File: src/rtl/serial_demultiplexer.sv
// Collects four addressed lane bits into a frame and holds the completed frame
// until the consumer takes it; counts delivered frames.
module serial_demultiplexer #(
    parameter int STRICT_ORDER = 1
) (
    input  logic       clk,
    input  logic       rst_n,
    input  logic       in_valid,
    output logic       in_ready,
    input  logic       in_data,
    input  logic       address0,
    input  logic       address1,
    output logic       out0,
    output logic       out1,
    output logic       out2,
    output logic       out3,
    output logic       out_valid,
    input  logic       out_ready,
    output logic       order_err,
    output logic [7:0] frame_count
);

    localparam logic [0:0] COLLECT = 1'b0;
    localparam logic [0:0] HOLD    = 1'b1;

    logic [0:0] state_reg, state_next;
    logic [3:0] stage_reg, stage_next;
    logic [3:0] mask_reg, mask_next;
    logic [3:0] outs_reg, outs_next;
    logic [1:0] expected_reg, expected_next;
    logic       out_valid_reg, out_valid_next;
    logic       order_err_reg, order_err_next;
    logic [7:0] count_reg, count_next;

    logic [1:0] lane;
    logic [3:0] lane_bit;
    logic [3:0] stage_upd;
    logic [3:0] mask_upd;

    assign lane      = {address1, address0};
    assign lane_bit  = 4'b0001 << lane;
    assign stage_upd = in_data ? (stage_reg | lane_bit) : (stage_reg & ~lane_bit);
    assign mask_upd  = mask_reg | lane_bit;

    always_comb begin
        state_next     = state_reg;
        stage_next     = stage_reg;
        mask_next      = mask_reg;
        outs_next      = outs_reg;
        expected_next  = expected_reg;
        out_valid_next = out_valid_reg;
        order_err_next = 1'b0;
        count_next     = count_reg;
        case (state_reg)
            COLLECT: begin
                if (in_valid) begin
                    stage_next = stage_upd;
                    if (STRICT_ORDER != 0) begin
                        if (lane == expected_reg) begin
                            mask_next     = mask_upd;
                            expected_next = expected_reg + 2'd1;
                        end else begin
                            // Out-of-order lane drops the partial frame; lane 0 restarts one.
                            order_err_next = 1'b1;
                            if (lane == 2'd0) begin
                                mask_next     = 4'b0001;
                                expected_next = 2'd1;
                            end else begin
                                mask_next     = 4'b0000;
                                expected_next = 2'd0;
                            end
                        end
                    end else begin
                        if (mask_reg[lane]) begin
                            order_err_next = 1'b1;
                        end
                        mask_next = mask_upd;
                    end
                    if (mask_next == 4'b1111) begin
                        outs_next      = stage_upd;
                        out_valid_next = 1'b1;
                        mask_next      = 4'b0000;
                        state_next     = HOLD;
                    end
                end
            end
            HOLD: begin
                if (out_ready) begin
                    out_valid_next = 1'b0;
                    count_next     = count_reg + 8'd1;
                    state_next     = COLLECT;
                end
            end
            default: begin
                state_next = COLLECT;
            end
        endcase
    end

    always_ff @(posedge clk or negedge rst_n) begin
        if (!rst_n) begin
            state_reg     <= COLLECT;
            stage_reg     <= 4'b0000;
            mask_reg      <= 4'b0000;
            outs_reg      <= 4'b0000;
            expected_reg  <= 2'd0;
            out_valid_reg <= 1'b0;
            order_err_reg <= 1'b0;
            count_reg     <= 8'd0;
        end else begin
            state_reg     <= state_next;
            stage_reg     <= stage_next;
            mask_reg      <= mask_next;
            outs_reg      <= outs_next;
            expected_reg  <= expected_next;
            out_valid_reg <= out_valid_next;
            order_err_reg <= order_err_next;
            count_reg     <= count_next;
        end
    end

    assign in_ready    = (state_reg == COLLECT);
    assign out0        = outs_reg[0];
    assign out1        = outs_reg[1];
    assign out2        = outs_reg[2];
    assign out3        = outs_reg[3];
    assign out_valid   = out_valid_reg;
    assign order_err   = order_err_reg;
    assign frame_count = count_reg;

endmodule

File: config.mk
export PLATFORM = sky130hd
export DESIGN_NAME = serial_demultiplexer
export DESIGN_NICKNAME = d
export VERILOG_FILES = /design/src/rtl/serial_demultiplexer.sv
export SDC_FILE = /design/constraint.sdc
export NUM_CORES = 1
export LEC_CHECK = 0
export CAP_MARGIN = 5
export CORE_ASPECT_RATIO = 0.6
export CORE_MARGIN = 2
export CORE_UTILIZATION = 51
export DETAILED_ROUTE_END_ITERATION = 8
export PLACE_DENSITY_LB_ADDON = 0.2
export SLEW_MARGIN = 15
export SYNTH_ARGS = -nofsm -noshare
export SYNTH_HDL_FRONTEND = slang
export SYNTH_SLANG_ARGS = --single-unit
File: constraint.sdc
create_clock -name clk -period 1.7 [get_ports clk]
set_input_delay 0.255 -clock clk [delete_from_list [all_inputs] [get_ports clk]]
set_output_delay 0.255 -clock clk [all_outputs]
set_load 0.005 [all_outputs]
Word level (Yosys, flattened, before mapping)
Cells that the tools add are included.
{ "word_totals": {"inputBits": 7, "output_inout_bits": 15, "wordCells": 45, "reg_bits": 25} }
{ "op_classes": {"n_reduce_logical": 5, "n_mux": 19, "eq_ne": 5, "add_sub_neg": 2, "n_shift": 1, "bitwise": 5} }
{ "ops": {"columns": ["operator", "n"], "rows": [
  ["2-to-1 mux 4 bit", 5],
  ["2-to-1 mux 1 bit", 11],
  ["adder 8 x 1 -> 8 bit, second input constant", 1],
  ["OR 4 bit", 2],
  ["AND reduction 3 bit", 2],
  ["bitwise AND 4 bit", 1],
  ["equality test 4 bit, second input constant", 1],
  ["!= test 2 bit, second input constant", 2],
  ["inverter 4 bit", 1],
  ["one-hot mux 1 bit (2 select lines)", 2],
  ["AND reduction 2 bit", 2],
  ["left shift 1 x 2 -> 4 bit, first input constant", 1],
  ["adder 2 x 1 -> 2 bit, second input constant", 1],
  ["equality test 2 bit", 1],
  ["zero test 2 bit", 1],
  ["2-to-1 mux 2 bit", 1],
  ["!= test 2 x 1 -> 1 bit, second input constant", 1],
  ["inverter 1 bit", 1]
]} }

Longest topological paths before layout
{ "logic_depth": {"word_depth": 9, "depth_mapped": 6, "depth_no_buf": 5} }

Worst setup path after synthesis
OpenSTA, ideal clock, no wires.
{ "synth_timing": {"kind": "flip-flop to flip-flop", "start": "register expected_reg[0]", "end": "register outs_reg[0]", "slack_ns": 0.214, "synth_period_minus_slack_ns": 1.486, "stages_incl_launch_ff": 7, "n_path_buf": 1, "t_required_ns": 1.575, "arrival_time_ns": 1.361, "setup_time_ns": 0.125, "path_cell_list": "dfrtp_1 buf_2 o21ai_0 a31oi_1 o22ai_2 nand3_4 mux2_4"} }
{ "synth_between": {"elab_chain_len": 6} }
{ "synth_rtl": {"columns": ["element", "line", "source"], "rows": [
  ["start, declared", "30", "logic [1:0] expected_reg, expected_next;"],
  ["start signal, assigned", "115", "expected_reg <= expected_next;"],
  ["equality test 2 bit", "59", "if (lane == expected_reg) begin"],
  ["2-to-1 mux 4 bit", "59", null],
  ["2-to-1 mux 4 bit", "56", "if (in_valid) begin"],
  ["2-to-1 mux 4 bit", "54", "case (state_reg)"],
  ["equality test 4 bit", "79", "if (mask_next == 4'b1111) begin"],
  ["AND reduction 3 bit (no line)", null, null],
  ["end signal, assigned", "114", "outs_reg <= outs_next;"],
  ["end, declared", "29", "logic [3:0] outs_reg, outs_next;"]
]} }
No other way between the ends. The select of a mux whose other input is x is not followed.
A chain may end at the register's enable or synchronous reset.

Worst setup path in the final report
{ "layout_timing": {"start": "register state_reg", "end": "output in_ready"} }
{ "layout_between": {"elab_chain_len": 1} }
{ "layout_rtl": {"columns": ["element", "line", "source"], "rows": [
  ["start, declared", "26", "logic [0:0] state_reg, state_next;"],
  ["start signal, assigned", "111", "state_reg <= state_next;"],
  ["inverter 1 bit (no line)", null, null],
  ["end, declared", "9", "output logic in_ready,"]
]} }
No other way between the ends.

==> impl_metrics.yaml <==
global_route:
  grt.overflow.total: 0
  grt_max_degree: 26
  grt.total_usage: 0.199
  grt_pass1_wl_um: 4180
  first_global_vias: 901
  antenna_found_initial: 0
clocking:
  ctsHoldBuffers: 0
  cts_root_buffer: "clkbuf_8"
  cts.path.max_buffers: 2
  path_clk_slew_ns: 0.09
  cts_tree: "built"
  htreeDepth: 1
  clk_latency_ns: 0.27
  cts.sinks: 25
  cts_buffers: 3
sta:
  clock_skew_ns: 0.00693
  slew_violations: 0
  relSlewSlack: 0.785
  min_period_ns: 1.54
  period_share: 0.908
  max_freq_mhz: 648
  tightestPinTransition_ns: 0.323
  rsz0062_at_grt: "false"
  hold_viol: 0
  finalSetupViolations: 0
floorplanning:
  die_y_um: 41.9
  fp.dieW_um: 67.1
  die_area_mm2: 0.00281
  start_util: 0.551
  rows: 13
  core_area_mm2: 0.00221
  io_pins: 22
layout:
  largest_reg_flops: 8
  final_nets: 153
  instances_no_fill: 174
  synthToLayoutAreaGrowth_pct: 29.1
  design_area_mm2: 0.00157
  diodes: 0
  drive_above_1_share: 0.174
power_and_ir_drop:
  p_total_mw: 1.23
  pwr-share-seq: 0.554
  switching_share: 0.257
  power.leakage_nw: 0.732
  clkPwrFrac: 0.281
  p_per_area_mw_per_mm2: 780
  p_int_mw: 0.912
  pwr-share-comb: 0.165
  power.switching_mw: 0.315
  ir_drop_v: 0.000611
synthesis:
  synth_top_area_share: 0.513
  ys_seq_area_frac: 0.513
  synth_area_leader_cell: "dfrtp_1"
  yosys-top-cells-area: "dfrtp_1 (51%), xnor2_1 (6.5%), mux2i_1 (4.9%)"
  yosysWarnings: 0
  synthesis.nets: 119
  syn_area_per_cell_um2: 11.0
  synth.distinct_cells: 32
  syn_inst: 111
  ys_ff_latch: 25
  syn_area_mm2: 0.00122
job:
  cap_violations: 0
routing:
  viasPerCell: 5.19
  drtPass1Iterations: 4
  routed_wl_um: 2400
  routedWlPerCell_um: 13.8
  antenna_left: 0
  drc: 0
  vias: 903
  drt_iter0_markers: 47
place:
  place.gp.congestion: 0.854
  dp.cells: 169
  placed_area_mm2: 0.00152
  dp_hpwl_um: 1860
  io_buffers: 21
setup_path:
  worstSetupPathType: "flip-flop to output pin"
  cp-startpoint: "state_reg"
  critPathRequiredTime_ns: 1.44
  arrival_ns: 1.29
  r2r_start: "expected_reg[0]"
  cp_max_fo: 4
  cp-start-kind: "flip-flop"
  worstSetupEndpointType: "output pin"
hold_path:
  hold_path.class: "input port to asynchronous set/reset pin"
outcome:
  outcome: "completed"
## power groups by stage
| stage | combinational, mW | clock (mW) | sequential, mW |
|---|---|---|---|
| after floorplan | 0.113 | 0 | 0.680 |
| after global placement | 0.195 | 0 | 0.689 |
| after detailed placement | 0.204 | 0 | 0.691 |
| after CTS | 0.205 | 0.354 | 0.680 |
| after global routing | 0.226 | 0.391 | 0.688 |
| final | 0.202 | 0.345 | 0.680 |
## through the flow
step | TNS, ns | utilization | hold WS, ns | setup slack [ns]
finish | 0 | 0.711 | 0.333 | 0.156
global route | 0 | 0.711 | 0.361 | 0.0591
CTS | 0 | 0.706 | 0.340 | 0.0331
detailed placement | -2.44 | 0.686 | 0.476 | -0.280
global placement | -1.70 | 0.686 | 0.461 | -0.228
floorplan | 0 | - | -0.0406 | 0.214
## logic make-up (layout without fill, tap and decap cells)
logic type	after synthesis	after routing	share of synthesized area
buf+inv	10	43	0.0441
flops	25	25	0.513
simple gates	34	34	0.149
mux	11	11	0.0986
fa+ha+maj	1	1	0.0103
compound gates	21	21	0.120
xor+xnor	9	9	0.0647
## final timing paths
path	end	slack [ns]	depth (start not counted)
worst max-delay path	in_ready	0.16	2
worst min-delay path	frame_count[0]	0.33	2
worst max register to register	mask_reg[3]	0.20	5
worst min register to register	frame_count[7]	0.49	1
max in group asynchronous	frame_count[7]	1.13	2
min in group clk	frame_count[7]	0.49	1
## layout by cell type, fill, tap and decap left out, types with 2 or more instances in the layout
| master | count |
|---|---|
| a21oi_1 | 5 |
| a311oi_1 | 3 |
| a31oi_1 | 2 |
| and3_1 | 2 |
| buf_4 | 12 |
| clkbuf_8 | 3 |
| clkdlybuf4s50_1 | 19 |
| dfrtp_1 | 25 |
| inv_1 | 6 |
| mux2_2 | 3 |
| mux2i_1 | 6 |
| nand2_1 | 12 |
| nand4_1 | 3 |
| nor2_1 | 7 |
| nor2b_1 | 4 |
| o21ai_0 | 5 |
| xnor2_1 | 9 |
## worst max-delay path: stages (launching register included)
cell             delay, ns
dfrtp_1               0.42
inv_1                 0.09
clkdlybuf4s50_1       0.51
## Yosys cell counts, drive strengths merged
cell type,instances
xnor2,9
nor2,7
and2,1
ha,1
nand2b,1
mux2i,6
inv,6
mux2,5
nand2,12
nor3,1
nand3,2
o21ai,6
buf,3
a31oi,2
and3,2
a22o,1
o22ai,1
dfrtp,25
nand4,3
a311oi,3
o31ai,1
and2b,1
a21oi,6
clkbuf,1
nor2b,4
o211ai,1
## area by class of cell
cell class | instances | area [um^2]
Fill cell | 183 | 639
Sequential cell | 25 | 626
Multi-Input combinational cell | 76 | 539
Timing Repair Buffer | 33 | 302
Clock buffer | 3 | 41.3
Tap cell | 30 | 37.5
Inverter | 6 | 22.5
Clock inverter | 1 | 5.00
## metal layers
layer | track usage | vias to the layer above | share of wire
met1 | 0.283 | 436 | 0.49
met4 | 0.0367 | 0 | 0.0079
met5 | 0 | - | 0
met3 | 0.0623 | 2 | 0.053
li1 | - | 449 | -
met2 | 0.303 | 16 | 0.45
## what timing repair did
item / 4_1_cts / 5_1_grt
pin swaps: 0 / 1
resized for setup: 1 / 1
endpoints found under the setup margin: 1 / 6
buffers inserted: 0 / 1
Note: power is estimated with default switching activity, not from simulation.
